<file path="config.mk">
export PLATFORM = sky130hd
export DESIGN_NAME = baccarat_deal_ctrl
export DESIGN_NICKNAME = d
export VERILOG_FILES = /design/src/rtl/baccarat_deal_ctrl.sv
export SDC_FILE = /design/constraint.sdc
export NUM_CORES = 1
export LEC_CHECK = 0
export CORE_MARGIN = 3
export CORE_UTILIZATION = 41
export CTS_CLUSTER_SIZE = 16
export DETAILED_ROUTE_END_ITERATION = 16
export GPL_ROUTABILITY_DRIVEN = 1
export PLACE_DENSITY_LB_ADDON = 0.3
export SETUP_SLACK_MARGIN = 0.1
export SYNTH_ARGS = -nofsm -noshare
export SYNTH_HDL_FRONTEND = slang
export SYNTH_SLANG_ARGS = --single-unit
</file>
<file path="constraint.sdc">
create_clock -name slow_clock -period 1.7 [get_ports slow_clock]
set_input_delay 0.34 -clock slow_clock [delete_from_list [all_inputs] [get_ports slow_clock]]
set_output_delay 0.34 -clock slow_clock [all_outputs]
set_load 0.01 [all_outputs]
</file>
<file path="src/rtl/baccarat_deal_ctrl.sv">
// Baccarat hand sequencer: card-load strobes, third-card rules and win lights.
// Optional completed-hand counter is enabled by defining HAND_COUNT_EN.
module baccarat_deal_ctrl (
  input  logic       slow_clock,
  input  logic       reset,
  input  logic       advance,
  input  logic [3:0] pscore,
  input  logic [3:0] dscore,
  input  logic [3:0] pcard3,
  output logic       load_pcard1,
  output logic       load_pcard2,
  output logic       load_pcard3,
  output logic       load_dcard1,
  output logic       load_dcard2,
  output logic       load_dcard3,
  output logic       clear_cards,
  output logic       player_win_light,
  output logic       dealer_win_light,
  output logic       done,
  output logic [7:0] hands_played
);

  typedef enum logic [3:0] {
    P1, D1, P2, D2, CHK, P3, DCHK, D3, CMP, DONE
  } state_t;

  state_t state, state_nxt;

  // Dealer drawing table once the player has taken a third card.
  function automatic logic dealer_draws(input logic [3:0] ds, input logic [3:0] card3);
    logic [3:0] v3;
    v3 = (card3 >= 4'd10) ? 4'd0 : card3;
    case (ds)
      4'd0, 4'd1, 4'd2: dealer_draws = 1'b1;
      4'd3:             dealer_draws = (v3 != 4'd8);
      4'd4:             dealer_draws = (v3 >= 4'd2) && (v3 <= 4'd7);
      4'd5:             dealer_draws = (v3 >= 4'd4) && (v3 <= 4'd7);
      4'd6:             dealer_draws = (v3 >= 4'd6) && (v3 <= 4'd7);
      default:          dealer_draws = 1'b0;
    endcase
  endfunction

  always_ff @(posedge slow_clock or posedge reset) begin
    if (reset) state <= P1;
    else       state <= state_nxt;
  end

  always_comb begin
    state_nxt = state;
    if (advance) begin
      case (state)
        P1:   state_nxt = D1;
        D1:   state_nxt = P2;
        P2:   state_nxt = D2;
        D2:   state_nxt = CHK;
        CHK: begin
          if (pscore >= 4'd8 || dscore >= 4'd8) state_nxt = CMP;
          else if (pscore <= 4'd5)              state_nxt = P3;
          else if (dscore <= 4'd5)              state_nxt = D3;
          else                                  state_nxt = CMP;
        end
        P3:   state_nxt = DCHK;
        DCHK: state_nxt = dealer_draws(dscore, pcard3) ? D3 : CMP;
        D3:   state_nxt = CMP;
        CMP:  state_nxt = DONE;
        DONE: state_nxt = P1;
        default: state_nxt = P1;
      endcase
    end
  end

  // Mealy strobes, suppressed while reset is held.
  always_comb begin
    load_pcard1 = 1'b0;
    load_pcard2 = 1'b0;
    load_pcard3 = 1'b0;
    load_dcard1 = 1'b0;
    load_dcard2 = 1'b0;
    load_dcard3 = 1'b0;
    clear_cards = 1'b0;
    if (advance && !reset) begin
      case (state)
        P1:   load_pcard1 = 1'b1;
        D1:   load_dcard1 = 1'b1;
        P2:   load_pcard2 = 1'b1;
        D2:   load_dcard2 = 1'b1;
        P3:   load_pcard3 = 1'b1;
        D3:   load_dcard3 = 1'b1;
        DONE: clear_cards = 1'b1;
        default: ;
      endcase
    end
  end

  always_ff @(posedge slow_clock or posedge reset) begin
    if (reset) begin
      player_win_light <= 1'b0;
      dealer_win_light <= 1'b0;
    end else if (advance && state == CMP) begin
      player_win_light <= (pscore >= dscore);
      dealer_win_light <= (dscore >= pscore);
    end else if (advance && state == DONE) begin
      player_win_light <= 1'b0;
      dealer_win_light <= 1'b0;
    end
  end

  assign done = (state == DONE);

`ifdef HAND_COUNT_EN
  function automatic logic [7:0] sat_inc(input logic [7:0] v);
    sat_inc = (v == 8'hFF) ? v : v + 8'd1;
  endfunction

  logic [7:0] hand_cnt;

  always_ff @(posedge slow_clock or posedge reset) begin
    if (reset)                        hand_cnt <= 8'd0;
    else if (advance && state == CMP) hand_cnt <= sat_inc(hand_cnt);
  end

  assign hands_played = hand_cnt;
`else
  assign hands_played = 8'd0;
`endif

endmodule

</file>
# After elaboration in Yosys (flattened, before gate mapping)
# Cells that the tools add are included.
# W data, S select, Z words.
dict set report op_classes {
  order_cmp 11
  eq_ne 16
  muxes 26
  n_reduce_logical 12
}
# op n
set ops {}
lappend ops {{$pmux W4 S9} 1}
lappend ops {{$eq A4 B3 Y1 const B} 7}
lappend ops {{$mux W4} 5}
lappend ops {{$mux W1} 19}
lappend ops {{$eq A4 B2 Y1 const B} 4}
lappend ops {{$ge A4 B4 Y1 const B} 3}
lappend ops {{$le A4 B3 Y1 const B} 3}
lappend ops {{$eq A4 B1 Y1 const B} 2}
lappend ops {{$eq A4 B4 Y1 const B} 2}
lappend ops {{$ge A4 B3 Y1 const B} 2}
lappend ops {{$ge A4 B4 Y1} 2}
lappend ops {{$logic_not A4 Y1} 2}
lappend ops {{$logic_and A1 B1 Y1} 6}
lappend ops {{$pmux W1 S5} 1}
lappend ops {{$ge A4 B2 Y1 const B} 1}
lappend ops {{$ne A4 B4 Y1 const B} 1}
lappend ops {{$reduce_or A3 Y1} 1}
lappend ops {{$reduce_bool A2 Y1} 1}
lappend ops {{$logic_not A1 Y1} 1}
lappend ops {{$logic_or A1 B1 Y1} 1}
dict set report word_totals {
  register_bits 6
  in_bits 15
  out_inout_bits 18
  word_cells 68
}

# Longest topological paths before layout
dict set report depth {
  depth_word 9
  mapped_depth 6
  ltp_nobuf 6
}

# Least setup slack after synthesis
# OpenSTA, ideal clock, no wires.
dict set report synth_path {
  path_kind {register to output}
  startpoint {register state[3]}
  endpoint {output port load_pcard3}
  t_arrival_ns 1.057
  required_ns 1.360
  path_slack_ns 0.303
  path_stages_with_launch 4
  n_path_buf 1
  path_cell_list {dfrtp_1 buf_2 nand3b_1 nor3_1}
}
dict set report synth_via {
  elab_chain_len 3
}
# item line
set synth_lines {}
lappend synth_lines {{start, declared} 27} ;# state_t state, state_nxt;
lappend synth_lines {{start signal, assigned} 45} ;# else state <= state_nxt;
lappend synth_lines {{$eq A4 B3 Y1} 82} ;# case (state)
lappend synth_lines {{$mux W1} 82}
lappend synth_lines {{$mux W1} 81} ;# if (advance && !reset) begin
lappend synth_lines {{end, declared} 12} ;# output logic load_pcard3,
# No other way between the ends.

# Final worst setup path
dict set report layout_path {
  startpoint {register state[2]}
  endpoint {output port load_pcard1}
}
dict set report layout_via {
  elab_chain_len 3
}
# item line
set layout_lines {}
lappend layout_lines {{$logic_not A4 Y1} 82}
lappend layout_lines {{$mux W1} 82}
lappend layout_lines {{$mux W1} 81}
lappend layout_lines {{end, declared} 10} ;# output logic load_pcard1,
# No other way between the ends.

==> metrics.md <==
| Metric | Value |
|---|---|
| Status | complete, no violations |
| 1st-iter DRT viols | 14 |
| Vias per cell | 5.45 |
| Final WS setup | 0.00305 ns |
| Post-synth EDFFs | 0 |
| Routed Wire Length | 2390 µm |
| Initial Util | 45.9% |
| Detailed placement HPWL | 1740 µm |
| Post-synthesis register bit count | 6 |
| Overflow after GRT | 0 |
| Number of fill cells in the layout | 113 |
| Synth unique cells | 39 |
| Final ANT Viol Nets | 0 |
| Clock net sink count | 6 |
| Routability cong. | 0.887 |
| Gate Count Post-Synth | 91 |
| Asr flop ratio synth | 100% |
| Die Height | 48 µm |
| Post-Synthesis Cell Area | 723 µm² |
| Area of the multi-input gates | 537 µm² |
| Core box area | 1580 µm² |
| Unrepaired setup endpoints after global routing | true |
| Yosys warns | 0 |
| Cell family with most CP delay | flip-flops |
| Top_reg_cell synth | dfrtp_1 |
| Commonest non-fill, non-tap cells in the layout | buf_4, conb_1, inv_1, clkdlybuf4s50_1, buf_2 |
| Share of layout cells above drive strength 1 | 44.0% |
| WL/cell | 14.4 µm |
| Post-layout min period | 1.70 ns |
| Commonest non-fill, non-tap cell in the layout | buf_4 |
| Hold Path Class | in -> async |
| TritonCTS clock tree | yes |
| First-pass iteration count of the detailed router | 4 |
| Setup CP Type | reg -> out |
| CTS Buffer Depth | 2 |
| Worst Path Arrival | 1.36 ns |
| Leakage | 0.633 nW |
| Final Hold Vio Count | 0 |
| Worst slack, placed | -0.465 ns |
| Slowest Stage Delay on Critical Path | 0.44 ns |
| DR vias | 904 |
| Period utilization | 99.8% |
| Final setup fails | 0 |
| Hold_buf cts | 0 |
| I/O pin cnt | 33 |
| R2R Setup Slk | 0.13 ns |
| Final Core Density | 79.6% |
| Die X | 48 µm |
| H-tree depth | 1 |
| Area added between synthesis and finish | 73.5% |
| Clock Latency Late Sink | 0.25 ns |
| Top cells by area, synth | dfrtp_1, buf_4, ha_1, inv_1, a2111oi_4 |
| Top-area cell type share of the netlist area | 20.8% |
| GRT Total Usage | 20.8% |
| Worst path slowest cell | dfrtp_2 |
| TritonCTS Buffers | 3 |
| Finished Layout Cells | 166 |
| Antenna diodes | 0 |
| Post-Route Skew | 0.00886 ns |
| Fmax | 589 MHz |
| CP max FO | 4 |
| CP startpoint kind | flop |
| # nets final | 171 |
| Row count | 14 |
| Clock transition at path regs | 0.05 ns |
| First-pass GRT wire length | 3370 µm |
| Die area | 2300 µm² |
| Largest net degree at the start of global routing | 10 |
| Reg area | 153 µm² |
| Placed cell areas | 1100 µm² |
| Post-Layout Inst Area | 1250 µm² |
| DRC | 0 |
| Vias in the first global route | 838 |
| Syn_area_per_cell | 7.95 µm² |
| Final Max Tran Viols | 0 |
| Count of buffer and inverter cells on the critical path | 3 |
| CP Capture Type | primary output |
| Register area share after synthesis | 20.8% |
| Pwr/cell area | 1120 nW/µm² |
| Input/output buffers | 24 |
| Req. time, crit path | 1.36 ns |
| Area leader, netlist | dfrtp_1 |
| Root buffer cell | clkbuf_4 |
| CP Cell Sequence | inv_2 -> nand4_1 -> buf_4 -> nor3_2 -> buf_2 |
| Peak VDD IR | 0.968 mV |
| Final hold slack | 0.313 ns |
| Placed Instances | 149 |
| Antenna violations before repair | 0 |
| Maxcap violations | 0 |
worst paths after layout:
check / cells past startpoint / from / to
worst min register to register: 1 / player_win_light / player_win_light
worst max-delay path: 5 / state[2] / load_pcard1
worst max register to register: 4 / state[0] / state[1]
max in group asynchronous: 4 / reset / state[2]
worst min-delay path: 4 / reset / state[3]
min in group slow_clock: 1 / player_win_light / player_win_light
tightest hold or removal path: stages:
cell and delay (ns):
dlygate4sd2_1 0.25, inv_1 0.07, buf_4 0.10, buf_4 0.14
kinds of logic (layout without fill, tap and decap cells):
logic type | after synthesis | in the layout | synth area share (%)
AOI/OAI and AO/OA | 20 | 20 | 24.2
xor gates and xnor gates | 1 | 1 | 1.21
adders and majority gates | 4 | 4 | 6.92
buffers and inverters | 22 | 74 | 16.4
DFF | 6 | 6 | 20.8
other | 1 | 8 | 0.519
and+or+nand+nor | 37 | 37 | 29.9
metal layers:
layer | part of all wire [%] | vias to the layer above | wire (µm) | global-route usage, %
met5 | 0 | - | 0 | 0
met4 | 1.5 | 0 | 36 | 4.84
met3 | 5.3 | 4 | 127 | 6.02
met2 | 54 | 36 | 1300 | 40.1
met1 | 39 | 427 | 929 | 21.7
li1 | - | 437 | - | -
through the flow:
stage          TNS [ns]  power (mW)
6_report              0        1.41
5_1_grt          -0.162        1.50
4_1_cts               0        1.24
3_5_place_dp      -4.08        1.04
3_3_place_gp      -3.72        1.02
2_1_floorplan         0       0.658
power by group:
group	internal [mW]	total, mW	switching [mW]
logic	0.562	0.986	0.424
clock network	0.0804	0.139	0.0590
registers	0.211	0.285	0.0745
synthesized netlist by cell type, drive strengths merged (2+ instances only):
library cell   n
nand2b         3
o221ai         2
o31ai          3
o21ai          3
ha             4
buf           13
nor4           4
a21oi          2
nand3          3
nor3           3
nor2           6
nand2          7
dfrtp          6
inv            9
state kept, by name, indices dropped and copies added, names as in the netlist:
register          count
state                 4
dealer_win_light      1
player_win_light      1
area by class of cell:
cell class	count	share of cell area [%]
clock buffers	3	1.79
well taps	16	1.60
inverters	9	2.69
repair buffers	62	39.0
flip-flops and latches	6	12.2
multi-input cells	70	42.8
what timing repair did:
item	CTS	global route
setup buffers	7	7
gates resized for setup	42	16
pin swaps	9	9
setup endpoints to repair	13	11
Power figures use the tool's default switching activity.
